--- src/rtl/weight_preload_sequencer_pkg.sv ---
// Shared constants and state encoding for the systolic-array weight pre-load sequencer.
package weight_preload_sequencer_pkg;
  localparam int ARRAY_N    = 8;
  localparam int WEIGHT_W   = 8;
  localparam int ADDR_W     = 6;
  localparam int TILE_SIZE  = ARRAY_N * ARRAY_N;
  localparam int FIFO_DEPTH = 4;
  localparam int DONE_DELAY = 2;

  typedef enum logic [1:0] {
    IDLE  = 2'd0,
    LOAD  = 2'd1,
    DRAIN = 2'd2,
    WAIT  = 2'd3
  } state_t;
endpackage

--- src/rtl/weight_preload_sequencer_fifo.sv ---
// Small synchronous FIFO buffering host weight beats; no bypass, read data is combinational from storage.
module preload_fifo #(
  parameter int WIDTH = weight_preload_sequencer_pkg::WEIGHT_W,
  parameter int DEPTH = weight_preload_sequencer_pkg::FIFO_DEPTH
) (
  input  logic             clk,
  input  logic             rst,
  input  logic             push,
  input  logic             pop,
  input  logic [WIDTH-1:0] din,
  output logic [WIDTH-1:0] dout,
  output logic             full,
  output logic             empty
);
  localparam int AW = $clog2(DEPTH);

  logic [WIDTH-1:0] mem [DEPTH];
  logic [AW-1:0]    wr_ptr, rd_ptr;
  logic [AW:0]      count;
  logic             do_push, do_pop;

  assign do_push = push && !full;
  assign do_pop  = pop && !empty;
  assign full    = (count == (AW+1)'(DEPTH));
  assign empty   = (count == '0);
  assign dout    = mem[rd_ptr];

  // Storage needs no reset; occupancy alone defines validity.
  always_ff @(posedge clk) begin
    if (do_push) mem[wr_ptr] <= din;
  end

  always_ff @(posedge clk) begin
    if (!rst) begin
      wr_ptr <= '0;
      rd_ptr <= '0;
      count  <= '0;
    end else begin
      if (do_push) wr_ptr <= wr_ptr + 1'b1;
      if (do_pop)  rd_ptr <= rd_ptr + 1'b1;
      case ({do_push, do_pop})
        2'b10:   count <= count + 1'b1;
        2'b01:   count <= count - 1'b1;
        default: count <= count;
      endcase
    end
  end
endmodule

--- src/rtl/weight_preload_sequencer.sv ---
// Feeds one ARRAY_N x ARRAY_N weight tile from the host into the pre-load unit, in address order,
// then pulses done once the last weight has cleared the WPU pipeline.
module weight_preload_sequencer #(
  parameter int ARRAY_N    = weight_preload_sequencer_pkg::ARRAY_N,
  parameter int WEIGHT_W   = weight_preload_sequencer_pkg::WEIGHT_W,
  parameter int ADDR_W     = weight_preload_sequencer_pkg::ADDR_W,
  parameter int FIFO_DEPTH = weight_preload_sequencer_pkg::FIFO_DEPTH,
  parameter int DONE_DELAY = weight_preload_sequencer_pkg::DONE_DELAY
) (
  input  logic                clk,
  input  logic                rst,
  input  logic                start,
  input  logic                host_valid,
  input  logic [WEIGHT_W-1:0] host_weight,
  output logic                host_ready,
  output logic [WEIGHT_W-1:0] weight,
  output logic [ADDR_W-1:0]   weight_addr,
  output logic                weight_valid,
  output logic                done,
  output logic                busy
);
  import weight_preload_sequencer_pkg::*;

  // Counters carry one extra bit so a full tile count is representable.
  localparam int              CW      = ADDR_W + 1;
  localparam logic [CW-1:0]   TILE    = CW'(ARRAY_N * ARRAY_N);
  localparam logic [CW-1:0]   TILE_M1 = CW'(ARRAY_N * ARRAY_N - 1);
  localparam int              DW      = $clog2(DONE_DELAY + 2);
  localparam logic [DW-1:0]   DLY     = DW'(DONE_DELAY);

  state_t               state, state_nx;
  logic [CW-1:0]        acc_cnt, iss_cnt;
  logic [DW-1:0]        dly_cnt;
  logic                 push, pop;
  logic                 fifo_full, fifo_empty;
  logic [WEIGHT_W-1:0]  fifo_dout;
  logic                 acc_last, iss_last, load_go;

  // host_ready depends only on registered state, never on host_valid.
  assign host_ready = (state == LOAD) && !fifo_full && (acc_cnt < TILE);
  assign push       = host_valid && host_ready;
  assign pop        = !fifo_empty && ((state == LOAD) || (state == DRAIN));
  assign busy       = (state != IDLE);
  assign acc_last   = push && (acc_cnt == TILE_M1);
  assign iss_last   = pop && (iss_cnt == TILE_M1);
  assign load_go    = (state == IDLE) && (state_nx == LOAD);

  preload_fifo #(
    .WIDTH (WEIGHT_W),
    .DEPTH (FIFO_DEPTH)
  ) u_fifo (
    .clk   (clk),
    .rst   (rst),
    .push  (push),
    .pop   (pop),
    .din   (host_weight),
    .dout  (fifo_dout),
    .full  (fifo_full),
    .empty (fifo_empty)
  );

  // The 64th issue always trails the 64th accept (no bypass), so DRAIN is always visited.
  always_comb begin
    state_nx = state;
    case (state)
      IDLE:    if (start && !done)    state_nx = LOAD;
      LOAD:    if (acc_last)          state_nx = DRAIN;
      DRAIN:   if (iss_last)          state_nx = WAIT;
      WAIT:    if (dly_cnt == DLY)    state_nx = IDLE;
      default:                        state_nx = IDLE;
    endcase
  end

  always_ff @(posedge clk) begin
    if (!rst) begin
      state        <= IDLE;
      acc_cnt      <= '0;
      iss_cnt      <= '0;
      dly_cnt      <= '0;
      done         <= 1'b0;
      weight       <= '0;
      weight_addr  <= '0;
      weight_valid <= 1'b0;
    end else begin
      state <= state_nx;
      done  <= (state == WAIT) && (state_nx == IDLE);
      if (load_go) begin
        acc_cnt <= '0;
        iss_cnt <= '0;
      end else begin
        if (push) acc_cnt <= acc_cnt + 1'b1;
        if (pop)  iss_cnt <= iss_cnt + 1'b1;
      end
      dly_cnt      <= (state == WAIT) ? dly_cnt + 1'b1 : '0;
      weight_valid <= pop;
      if (pop) begin
        weight      <= fifo_dout;
        weight_addr <= iss_cnt[ADDR_W-1:0];
      end
    end
  end
endmodule

--- config.mk ---
export PLATFORM = sky130hd
export DESIGN_NAME = weight_preload_sequencer
export DESIGN_NICKNAME = d
export VERILOG_FILES = /design/src/rtl/weight_preload_sequencer_pkg.sv /design/src/rtl/weight_preload_sequencer_fifo.sv /design/src/rtl/weight_preload_sequencer.sv
export SDC_FILE = /design/constraint.sdc
export NUM_CORES = 1
export LEC_CHECK = 0
export BUFFER_PORTS_ARGS = -buffer_cell sky130_fd_sc_hd__buf_2
export CAP_MARGIN = 40
export CORE_ASPECT_RATIO = 1.2
export CORE_MARGIN = 10
export CORE_UTILIZATION = 55
export CTS_CLUSTER_SIZE = 8
export DETAILED_ROUTE_END_ITERATION = 6
export PLACE_DENSITY = 0.79
export SLEW_MARGIN = 20
export SYNTH_ARGS = -nofsm -noshare
export SYNTH_HDL_FRONTEND = slang
export SYNTH_SLANG_ARGS = --single-unit
--- constraint.sdc ---
create_clock -name clk -period 3 [get_ports clk]
set_input_delay 0.45 -clock clk [delete_from_list [all_inputs] [get_ports clk]]
set_output_delay 0.45 -clock clk [all_outputs]
set_load 0.02 [all_outputs]
Yosys cells after proc, flatten, opt, wreduce, memory -nomap -nowiden. Memory sizes are Yosys's and may differ from the RTL's. A register that Yosys moved wholly into a read port is not among the register bits. Index checks and enable logic that the tools add are counted. Widths: inputs -> output; s select.

Register bits after elaboration: 33. RAM bits: 32. Word-level logic and storage cells: 61. Output and inout port bits: 18. Memories: 1.

Equality and inequality tests: 10. Reduce and logical (&&, ||, !) cells: 23. $lt $le $gt $ge: 1. Bitwise logic cells: 1. Mux-type cells: 8. $add $sub $neg: 7.

Memories: u_fifo.mem (depth 4, width 8, read ports 1, clocked after Yosys merged registers in 1, wr ports 1, line weight_preload_sequencer_fifo.sv:17) `logic [WIDTH-1:0] mem [DEPTH];`.

Operators by type and width (number): $add 7x1->7 const B (2); $eq 7x6->1 const B (2); $logic_and 1x1->1 (11); $eq 2x2->1 const B (4); $mux 2 (4); $pmux 2 s4 (1); $lt 7x7->1 const B (1); $add 2x1->2 const B (3); $eq 2x1->1 const B (3); $pmux 3 s2 (1); $logic_not 1->1 (4); $logic_not 2->1 (2); $reduce_bool 2->1 (2); $add 3x1->3 const B (1); $eq 3x3->1 const B (1); $logic_not 3->1 (1); $sub 3x1->3 const B (1); $mux 1 (2); $reduce_and 2->1 (1); $reduce_or 2->1 (1); $logic_or 1x1->1 (1); $not 1->1 (1).

Longest topological paths before layout. Gate-level depths: netlist (run 1).

Word-level depth: 11. Depth in mapped cells: 11. Depth with buffers taken out: 11.

Modules after synthesis. From an unflattened synthesis (run 1), not the netlist that was laid out.

Cells, all modules: 258. Area, all modules: 3095.5 µm².

By module, submodules not included: preload_fifo (cells each 96, area an instance 1644.1 µm², instances 1, seq. area each 1141.1 µm²); weight_preload_sequencer (cells each 162, area an instance 1451.4 µm², instances 1, seq. area each 680.7 µm²).

Worst setup path after synthesis (run 1). No wires, ideal clock.

Kind: reg2reg. Start: reg state[1]. End: reg u_fifo.count[2]. Path slack: 0.471 ns. Data arrival time: 2.454 ns. Data required time: 2.924 ns. Stages on the path, launching flop included: 12. Buffers on the path: 1. Path through: dfxtp_1 > inv_1 > ha_1 > o31ai_4 > inv_1 > clkbuf_1 > ha_1 > inv_1 > fa_1 > xor2_1 > or3_1 > a21boi_0.

RTL lines: from (decl) (line weight_preload_sequencer.sv:31) `state_t state, state_nx;`; from (signal assigned) (line weight_preload_sequencer.sv:85) `state <= state_nx;`; $eq 2x1->1 / $eq 2x2->1 (equally long branches) (line weight_preload_sequencer.sv:42) `assign pop = !fifo_empty && ((state == LOAD) || (state == DRAIN));`; $logic_or 1x1->1 (*) (line weight_preload_sequencer.sv:42); $logic_and 1x1->1 (*) (line weight_preload_sequencer.sv:42); named net pop (line weight_preload_sequencer.sv:34) `logic push, pop;`; $logic_and 1x1->1 (*) (line weight_preload_sequencer_fifo.sv:23) `assign do_pop = pop && !empty;`; $eq 2x1->1 / $eq 2x2->1 (equally long branches) (line weight_preload_sequencer_fifo.sv:41) `case ({do_push, do_pop})`; $pmux 3 s2 / $reduce_bool 2->1 (equally long branches); to (signal assigned) (line weight_preload_sequencer_fifo.sv:42) `2'b10: count <= count + 1'b1;`; to (signal assigned) (line weight_preload_sequencer_fifo.sv:43) `2'b01: count <= count - 1'b1;`; to (signal assigned) (line weight_preload_sequencer_fifo.sv:44) `default: count <= count;`; to (decl) (line weight_preload_sequencer_fifo.sv:19) `logic [AW:0] count;`.

The timed path passes the listed nets; every way through them passes the cells marked *. A chain may end at the register's enable or synchronous reset.

Worst setup path after layout (run 1).
Start: reg state[1]. End: reg u_fifo.count[2].

Word-level cells in the longest chain between the ends: 7.

Ends and longest elaborated chain: $eq 2x1->1 (line weight_preload_sequencer.sv:40, weight_preload_sequencer.sv:42); $logic_and 1x1->1 (2 in a row) (line weight_preload_sequencer.sv:40) `assign host_ready = (state == LOAD) && !fifo_full && (acc_cnt < TILE);`; $logic_and 1x1->1 (line weight_preload_sequencer.sv:41) `assign push = host_valid && host_ready;`; $logic_and 1x1->1 (line weight_preload_sequencer_fifo.sv:22) `assign do_push = push && !full;`; $eq 2x1->1 / $eq 2x2->1 (equally long branches) (line weight_preload_sequencer_fifo.sv:41); $pmux 3 s2 / $reduce_bool 2->1 (equally long branches).

Parallel ways exist; a longest one is shown, timed or not.

==> results of run 1 <==
==> synth_stat cells (all sizes together) <==
master | instances | area, µm²
o31ai | 2 | 28.8
nand4 | 3 | 18.8
buf | 5 | 23.8
mux4 | 8 | 180
nor2 | 17 | 63.8
or3 | 1 | 6.26
nor3 | 6 | 45.0
a22oi | 1 | 7.51
a21oi | 4 | 20.0
nand2 | 43 | 161
edfxtp | 32 | 961
o21ai | 4 | 20.0
clkbuf | 4 | 15.0
and3 | 1 | 6.26
o311a | 1 | 10.0
nor2b | 2 | 12.5
nor3b | 2 | 20.0
fa | 1 | 20.0
and2 | 12 | 75.1
ha | 12 | 150
a21boi | 16 | 120
xnor2 | 9 | 78.8
inv | 11 | 41.3
nand3b | 1 | 7.51
a2111o | 1 | 11.3
xor2 | 7 | 61.3
dfxtp | 41 | 821
nand3 | 3 | 15.0
==> power by group through the flow <==
| stage | Sequential (W) | Combinational, W | Clock, W |
|---|---|---|---|
| 3_5_place_dp | 0.00109 | 0.000127 | 0 |
| 6_report | 0.00107 | 0.000126 | 0.000748 |
| 4_1_cts | 0.00107 | 0.000128 | 0.000769 |
| 2_1_floorplan | 0.00109 | 0.0000867 | 0 |
| 5_1_grt | 0.00107 | 0.000140 | 0.000811 |
| 3_3_place_gp | 0.00109 | 0.000123 | 0 |
==> flip-flops by register name, summed over array words and instances, names as in the netlist, 3 cells and up <==
signal,count
u_fifo.mem,32
weight,8
acc_cnt,7
iss_cnt,7
weight_addr,6
u_fifo.count,3
==> how the worst max path moves through the flow <==
stage	slack (ns)	start	cells after the start	to
floorplan	0.47	state[1]	11	u_fifo.count[2]
global placement	0.62	state[1]	10	u_fifo.count[2]
detailed placement	0.52	state[1]	10	u_fifo.count[2]
CTS	0.50	state[1]	10	u_fifo.count[2]
global route	0.32	state[1]	10	u_fifo.count[2]
finish	0.49	state[1]	10	u_fifo.count[2]
==> stage by stage <==
stage	total power (W)	cells	hold WS, ns	instance area, µm²
2_1_floorplan	0.00118	250	0.393	3000
3_3_place_gp	0.00121	335	0.403	3210
3_5_place_dp	0.00122	335	0.407	3210
4_1_cts	0.00197	351	0.283	3400
5_1_grt	0.00202	351	0.282	3400
6_report	0.00194	351	0.301	3400
==> logic make-up (layout without fill, tap and decap cells) <==
| kind of cell | count (synthesis) | count (layout) | synth area share |
|---|---|---|---|
| AOI/OAI and AO/OA | 29 | 29 | 0.0725 |
| and+or+nand+nor | 91 | 91 | 0.144 |
| adders and majority gates | 13 | 13 | 0.0567 |
| muxes | 8 | 8 | 0.0600 |
| DFF | 73 | 73 | 0.594 |
| xor gates and xnor gates | 16 | 16 | 0.0467 |
| buffers and inverters | 20 | 59 | 0.0267 |
==> per-layer routing <==
metal / GRT usage / wire length [µm]
met1: 0.140 / 2170
met2: 0.210 / 2670
met3: 0.0502 / 271
met4: 0.0811 / 139
met5: 0 / 0
==> layout make-up <==
cell class              count  area [µm²]  share of cell area
multi-input cells         157        1140               0.335
inverters                  11        41.3              0.0121
repair buffers             32         168              0.0493
well taps                  62        77.6              0.0228
clock inverters             7        68.8              0.0202
flip-flops and latches     73        1780               0.524
clock buffers               9         124              0.0364
==> worst max-delay path, cell delays in order (launching register included) <==
cell and delay (ns):
sky130_fd_sc_hd__dfxtp_1 0.41, sky130_fd_sc_hd__inv_1 0.12, sky130_fd_sc_hd__ha_1 0.32, sky130_fd_sc_hd__o31ai_4 0.20, sky130_fd_sc_hd__inv_1 0.13, sky130_fd_sc_hd__ha_1 0.18
sky130_fd_sc_hd__inv_1 0.06, sky130_fd_sc_hd__fa_1 0.38, sky130_fd_sc_hd__xor2_1 0.16, sky130_fd_sc_hd__or3_1 0.30, sky130_fd_sc_hd__a21boi_0 0.16
==> flow_metrics.py, run 1 <==
metrics = {
    "floorplanning": {
        "number_of_rows_created_at_floorplan": 29,
        "fp.dieH_um": 101,
        "fp.dieW_um": 87.4,
        "floorplan.initialDensity": 0.567,
        "core_region_area_um2": 5300,
        "i_o_pins": 30,
        "floorplan.die_area_um2": 8820,
    },
    "routing": {
        "viasPerCell": 5.26,
        "drt_wl_total_mm": 5.25,
        "dr_total_vias": 1848,
        "drtAntennaViolNets": 0,
        "remaining_drc_errors": 0,
        "detail_route.wl_per_cell_um": 15.0,
        "initialDrtViolationCount": 95,
        "firstDrtPassIters": 4,
    },
    "synthesis": {
        "yosys.cell_types.count": 33,
        "postSynthCellCount": 250,
        "ys_warn_count": 0,
        "synth_sequential_area_ratio": 0.594,
        "syn_area_um2": 3000,
        "post_synth.cell_area_avg_um2": 12.0,
        "total_of_flip_flops_plus_latches_after_synthesis": 73,
        "syn_nets": 275,
    },
    "worst_setup_path": {
        "critPathRequiredTime_ns": 3.28,
        "critical_path_peak_fanout": 19,
        "cp_data_arrival_time_ns": 2.79,
        "crit_path_end_kind": "register",
        "reg2reg_from": "state[1]",
        "critPathKind": "register to register",
        "timing.critical_path.from_type": "register",
        "reg2reg_depth": 10,
        "worstReg2RegEnd": "u_fifo.count[2]",
        "r2r_slack_ns": 0.49,
    },
    "power_and_ir_drop": {
        "power_density_nw_per_um2": 572,
        "total_switching_power_w": 0.000514,
        "internal_power_w": 0.00143,
        "vdd_ir_drop_max_mv": 0.341,
        "power.share.sequential": 0.550,
        "pwr-share-clk": 0.385,
        "power_switching_share": 0.265,
        "p_leak_nw": 1.25,
        "pwr-share-comb": 0.065,
    },
    "timing": {
        "finalSetupTns_ns": 0,
        "clock-skew-final_ns": 0.00933,
        "max_freq_mhz": 399,
        "post-route-worst-setup-slack_ns": 0.494,
        "report.final.hold_viol_count": 0,
        "max_slew_margin": 0.436,
        "layout_min_cycle_time_ns": 2.51,
        "maxSlewViolCount": 0,
        "timing.final.setup_violations": 0,
        "timing_worst_slew_pin_value_ns": 0.846,
        "setup_repair_after_global_routing_missed_its_margin": "false",
        "final_min_period_over_clock_period": 0.835,
    },
    "final_layout": {
        "final_common_cell": "sky130_fd_sc_hd__nand2_1",
        "diode_insertion_count_for_antenna_repair": 0,
        "final_cell_mix": "sky130_fd_sc_hd__nand2_1, sky130_fd_sc_hd__dfxtp_1, sky130_fd_sc_hd__edfxtp_1",
        "fill_cell_count": 411,
        "synthToLayoutAreaGrowth_pct": 13.3,
        "post_route_cells_drive_above_1_share": 0.215,
        "num-nets-final": 309,
        "final_core_util": 0.642,
    },
    "global_routing": {
        "grt_pass1_vias": 1816,
        "antenna_found_initial": 0,
        "grt_start_max_net_pins": 27,
        "grt_remaining_overflow": 0,
        "grt_pass1_wl_mm": 8.74,
        "total_routing_resource_utilization_after_global_routing": 0.130,
    },
    "cts": {
        "post_cts_resize_count": 0,
        "clock_tree_from_tritoncts": "done",
        "worst_skew_pair_latency_ns": 0.36,
        "post-cts-setup-buffer-count": 0,
        "clock-sinks": 73,
        "cts.htree.levels": 3,
        "clock-root-buffer": "sky130_fd_sc_hd__clkbuf_8",
        "clock_path_buffers": 2,
        "clock_buffers_created_by_tritoncts": 9,
        "cts_hold_repair.buffers": 0,
        "path_clk_slew_ns": 0.09,
    },
    "placement": {
        "port-buffer-count": 29,
        "hpwl_detailed_mm": 3.56,
        "pre_cts_slack_ns": 0.520,
        "globalplace.congestion": 0.772,
    },
    "run_status": {
        "status": "completed",
    },
    "worst_hold_path": {
        "hold_path.class": "input port to register",
        "min_delay_worst_endpoint": "u_fifo.mem[3][5]",
        "whs_path_depth": 1,
        "hold_start": "host_weight[5]",
    },
    "run": {
        "max_cap_violations": 0,
    },
}
Note: power is estimated with default switching activity, not from simulation.
==> run 2, diff against run 1 <==
--- a/config.mk
+++ b/config.mk
@@ -5,6 +5,7 @@
 export SDC_FILE = /design/constraint.sdc
 export NUM_CORES = 1
 export LEC_CHECK = 0
+export ABC_AREA = 1
 export BUFFER_PORTS_ARGS = -buffer_cell sky130_fd_sc_hd__buf_2
 export CAP_MARGIN = 40
 export CORE_ASPECT_RATIO = 1.2
==> constraint.sdc (replaced) <==
create_clock -name clk -period 2.4 [get_ports clk]
set_input_delay 0.36 -clock clk [delete_from_list [all_inputs] [get_ports clk]]
set_output_delay 0.36 -clock clk [all_outputs]
set_load 0.02 [all_outputs]
==> run 2 against run 1 <==
Global-route usage rose by 0.39 points. Setup slack got worse by 0.25 ns. Core utilization rose by 0.079 points. Synthesized cell count rose by 26%. Die area rose by 1.6%. Sequential power rose by 25%. Sequential share of layout area fell by 0.42 points. Register-to-register slack got worse by 0.25 ns. Critical path depth rose by 1. Final area rose by 0.81%. Non-clock buffer count rose by 5. First-iteration DRC count rose by 34%. Critical endpoint unchanged.
==> flow_metrics.py, run 2 <==
metrics = {
    "synthesis": {
        "post_synth.cell_area_avg_um2": 9.76,
        "synth_top_cell_by_area": "sky130_fd_sc_hd__edfxtp_1",
        "yosys.cell_types.count": 35,
        "yosysMostFrequentCell": "sky130_fd_sc_hd__nor2_1",
        "synth_edf_count": 32,
        "ys_warn_count": 0,
        "synth_common_cells": "sky130_fd_sc_hd__nor2_1, sky130_fd_sc_hd__dfxtp_1, sky130_fd_sc_hd__edfxtp_1, sky130_fd_sc_hd__o21ai_0, sky130_fd_sc_hd__inv_1",
        "postSynthCellCount": 314,
        "ys_dominant_reg_cell": "sky130_fd_sc_hd__dfxtp_1",
        "yosys-top-cells-area": "sky130_fd_sc_hd__edfxtp_1, sky130_fd_sc_hd__dfxtp_1, sky130_fd_sc_hd__nor2_1",
        "syn_area_um2": 3060,
        "total_of_flip_flops_plus_latches_after_synthesis": 73,
        "yosys.area.top_type_share": 0.314,
        "syn_nets": 339,
        "synth_sequential_area_ratio": 0.581,
        "async_set_or_reset_flop_fraction_in_the_synthesized_netlist": 0,
    },
    "final_layout": {
        "largest_register_ff_count": 32,
        "num-nets-final": 376,
        "final_cell_mix": "sky130_fd_sc_hd__nor2_1, sky130_fd_sc_hd__dfxtp_1, sky130_fd_sc_hd__o21ai_0, sky130_fd_sc_hd__edfxtp_1, sky130_fd_sc_hd__inv_1",
        "diode_insertion_count_for_antenna_repair": 0,
        "reg.largest.list": "u_fifo.mem: 32 flops, weight: 8 flops",
        "post_route_cells_drive_above_1_share": 0.183,
        "synthToLayoutAreaGrowth_pct": 11.9,
        "top_register": "u_fifo.mem",
        "final_common_cell": "sky130_fd_sc_hd__nor2_1",
        "final_core_util": 0.643,
    },
    "cts": {
        "path_clk_slew_ns": 0.07,
        "clock_path_buffers": 2,
        "post_cts_resize_count": 0,
        "cts.htree.levels": 3,
        "worst_skew_pair_latency_ns": 0.35,
        "clock-root-buffer": "sky130_fd_sc_hd__clkbuf_8",
        "post-cts-setup-buffer-count": 0,
        "clock-sinks": 73,
        "clock_buffers_created_by_tritoncts": 9,
        "clock_tree_from_tritoncts": "done",
        "cts_hold_repair.buffers": 0,
    },
    "worst_setup_path": {
        "critical_path_peak_fanout": 10,
        "critPathKind": "register to register",
        "cp_data_arrival_time_ns": 2.39,
        "crit_path_end_kind": "register",
        "slowest_stage": "sky130_fd_sc_hd__dfxtp_1",
        "r2r_slack_ns": 0.25,
        "reg2reg_depth": 11,
        "critical_path.max_stage_delay_ns": 0.38,
        "critPathTopFamily": "adder cells",
        "critPathRequiredTime_ns": 2.64,
        "critical_path.n_buffers_inverters": 3,
        "timing.critical_path.from_type": "register",
        "reg2reg_from": "state[1]",
        "worstPathCellList": "inv_1, ha_1, nand2_4, inv_2, ha_1, inv_1, fa_1, a21oi_1, o21ai_0, o21ai_0, a21oi_1",
        "worstReg2RegEnd": "u_fifo.count[2]",
    },
    "global_routing": {
        "grt_pass1_wl_mm": 9.46,
        "total_routing_resource_utilization_after_global_routing": 0.134,
        "grt_start_max_net_pins": 32,
        "antenna_found_initial": 0,
        "grt_remaining_overflow": 0,
        "grt_pass1_vias": 2165,
    },
    "routing": {
        "viasPerCell": 5.24,
        "detail_route.wirelength.met1_mm": 2.50,
        "drt_wl_total_mm": 5.61,
        "detail_route.wl_per_cell_um": 13.4,
        "detailroute.wirelength.met3_um": 295,
        "met2_wirelength_mm": 2.69,
        "firstDrtPassIters": 4,
        "initialDrtViolationCount": 127,
        "route.top_layer_used": "met4",
        "drtAntennaViolNets": 0,
        "dr_total_vias": 2191,
        "remaining_drc_errors": 0,
    },
    "floorplanning": {
        "number_of_rows_created_at_floorplan": 29,
        "fp.dieH_um": 102,
        "core_region_area_um2": 5330,
        "floorplan.initialDensity": 0.574,
        "i_o_pins": 30,
        "fp.dieW_um": 88.1,
        "floorplan.die_area_um2": 8970,
    },
    "power_and_ir_drop": {
        "power_density_nw_per_um2": 678,
        "vdd_ir_drop_max_mv": 0.706,
        "internal_power_w": 0.00177,
        "p_leak_nw": 1.36,
        "total_switching_power_w": 0.000557,
        "power_switching_share": 0.239,
        "pwr-share-clk": 0.339,
        "power.share.sequential": 0.577,
        "pwr-share-comb": 0.085,
    },
    "worst_hold_path": {
        "min_delay_worst_endpoint": "u_fifo.mem[3][4]",
        "hold_path.class": "input port to register",
        "whs_path_depth": 1,
        "hold_start": "host_weight[4]",
    },
    "timing": {
        "layout_min_cycle_time_ns": 2.15,
        "setup_repair_after_global_routing_missed_its_margin": "false",
        "maxSlewViolCount": 0,
        "finalSetupTns_ns": 0,
        "max_slew_margin": 0.703,
        "final_min_period_over_clock_period": 0.896,
        "timing.final.setup_violations": 0,
        "clock-skew-final_ns": 0.00446,
        "report.final.hold_viol_count": 0,
        "timing_worst_slew_pin_value_ns": 0.445,
        "max_freq_mhz": 465,
    },
    "placement": {
        "globalplace.congestion": 0.780,
        "hpwl_detailed_mm": 3.80,
        "port-buffer-count": 29,
    },
    "run": {
        "max_cap_violations": 0,
    },
    "run_status": {
        "status": "completed",
    },
}
run 2: cell types whose count changed after synthesis, moves of 16 or more:
cell / before / now
sky130_fd_sc_hd__nor2_1: 17 / 56
sky130_fd_sc_hd__o21ai_0: 4 / 32
sky130_fd_sc_hd__a21oi_1: 4 / 22
sky130_fd_sc_hd__a21boi_0: 16 / 0
sky130_fd_sc_hd__inv_1: 10 / 31
sky130_fd_sc_hd__nand2_1: 43 / 23
run 2: cells by family after synthesis:
kind of cell               synth area share
AOI/OAI and AO/OA                     0.127
adders and majority gates            0.0555
and+or+nand+nor                       0.162
DFF                                   0.581
xor gates and xnor gates            0.00858
buffers and inverters                0.0657
run 2: worst max path at each step:
stage	depth (start not counted)	startpoint	slack, ns	to
final	11	state[1]	0.25	u_fifo.count[2]
after global routing	11	state[0]	0.09	u_fifo.count[2]
after CTS	11	state[1]	0.26	u_fifo.count[2]
after detailed placement	11	state[1]	0.28	u_fifo.count[2]
after global placement	11	state[1]	0.36	u_fifo.count[2]
after floorplan	12	state[1]	0.21	u_fifo.count[2]
run 2: area by class of cell:
class,instances,area [µm²]
timing repair buffer,37,205
multi-input combinational,195,1080
sequential,73,1780
tap,62,77.6
inverter,35,131
clock inverter,1,5.00
fill,419,1910
clock buffer,15,146
run 2: through the flow:
stage / worst slack, ns / cell area [µm²] / hold WS [ns] / cells / power [W]
global route: 0.0942 / 3430 / 0.228 / 418 / 0.00242
global placement: 0.360 / 3270 / 0.401 / 401 / 0.00156
finish: 0.249 / 3430 / 0.226 / 418 / 0.00232
floorplan: 0.209 / 3060 / 0.393 / 314 / 0.00150
CTS: 0.257 / 3430 / 0.219 / 418 / 0.00234
detailed placement: 0.280 / 3280 / 0.406 / 402 / 0.00156
run 2: per-layer routing:
metal  GRT usage  vias to the layer above
met3      0.0418                       13
met4      0.0762                        0
li1            -                     1119
met2       0.223                       43
met5           0                        -
met1       0.148                     1016
run 2: power by group through the flow:
stage	Clock, W	Sequential, W	Combinational [W]
floorplan	0	0.00138	0.000123
global route	0.000851	0.00134	0.000222
global placement	0	0.00137	0.000190
finish	0.000787	0.00134	0.000197
CTS	0.000796	0.00134	0.000198
detailed placement	0	0.00137	0.000197
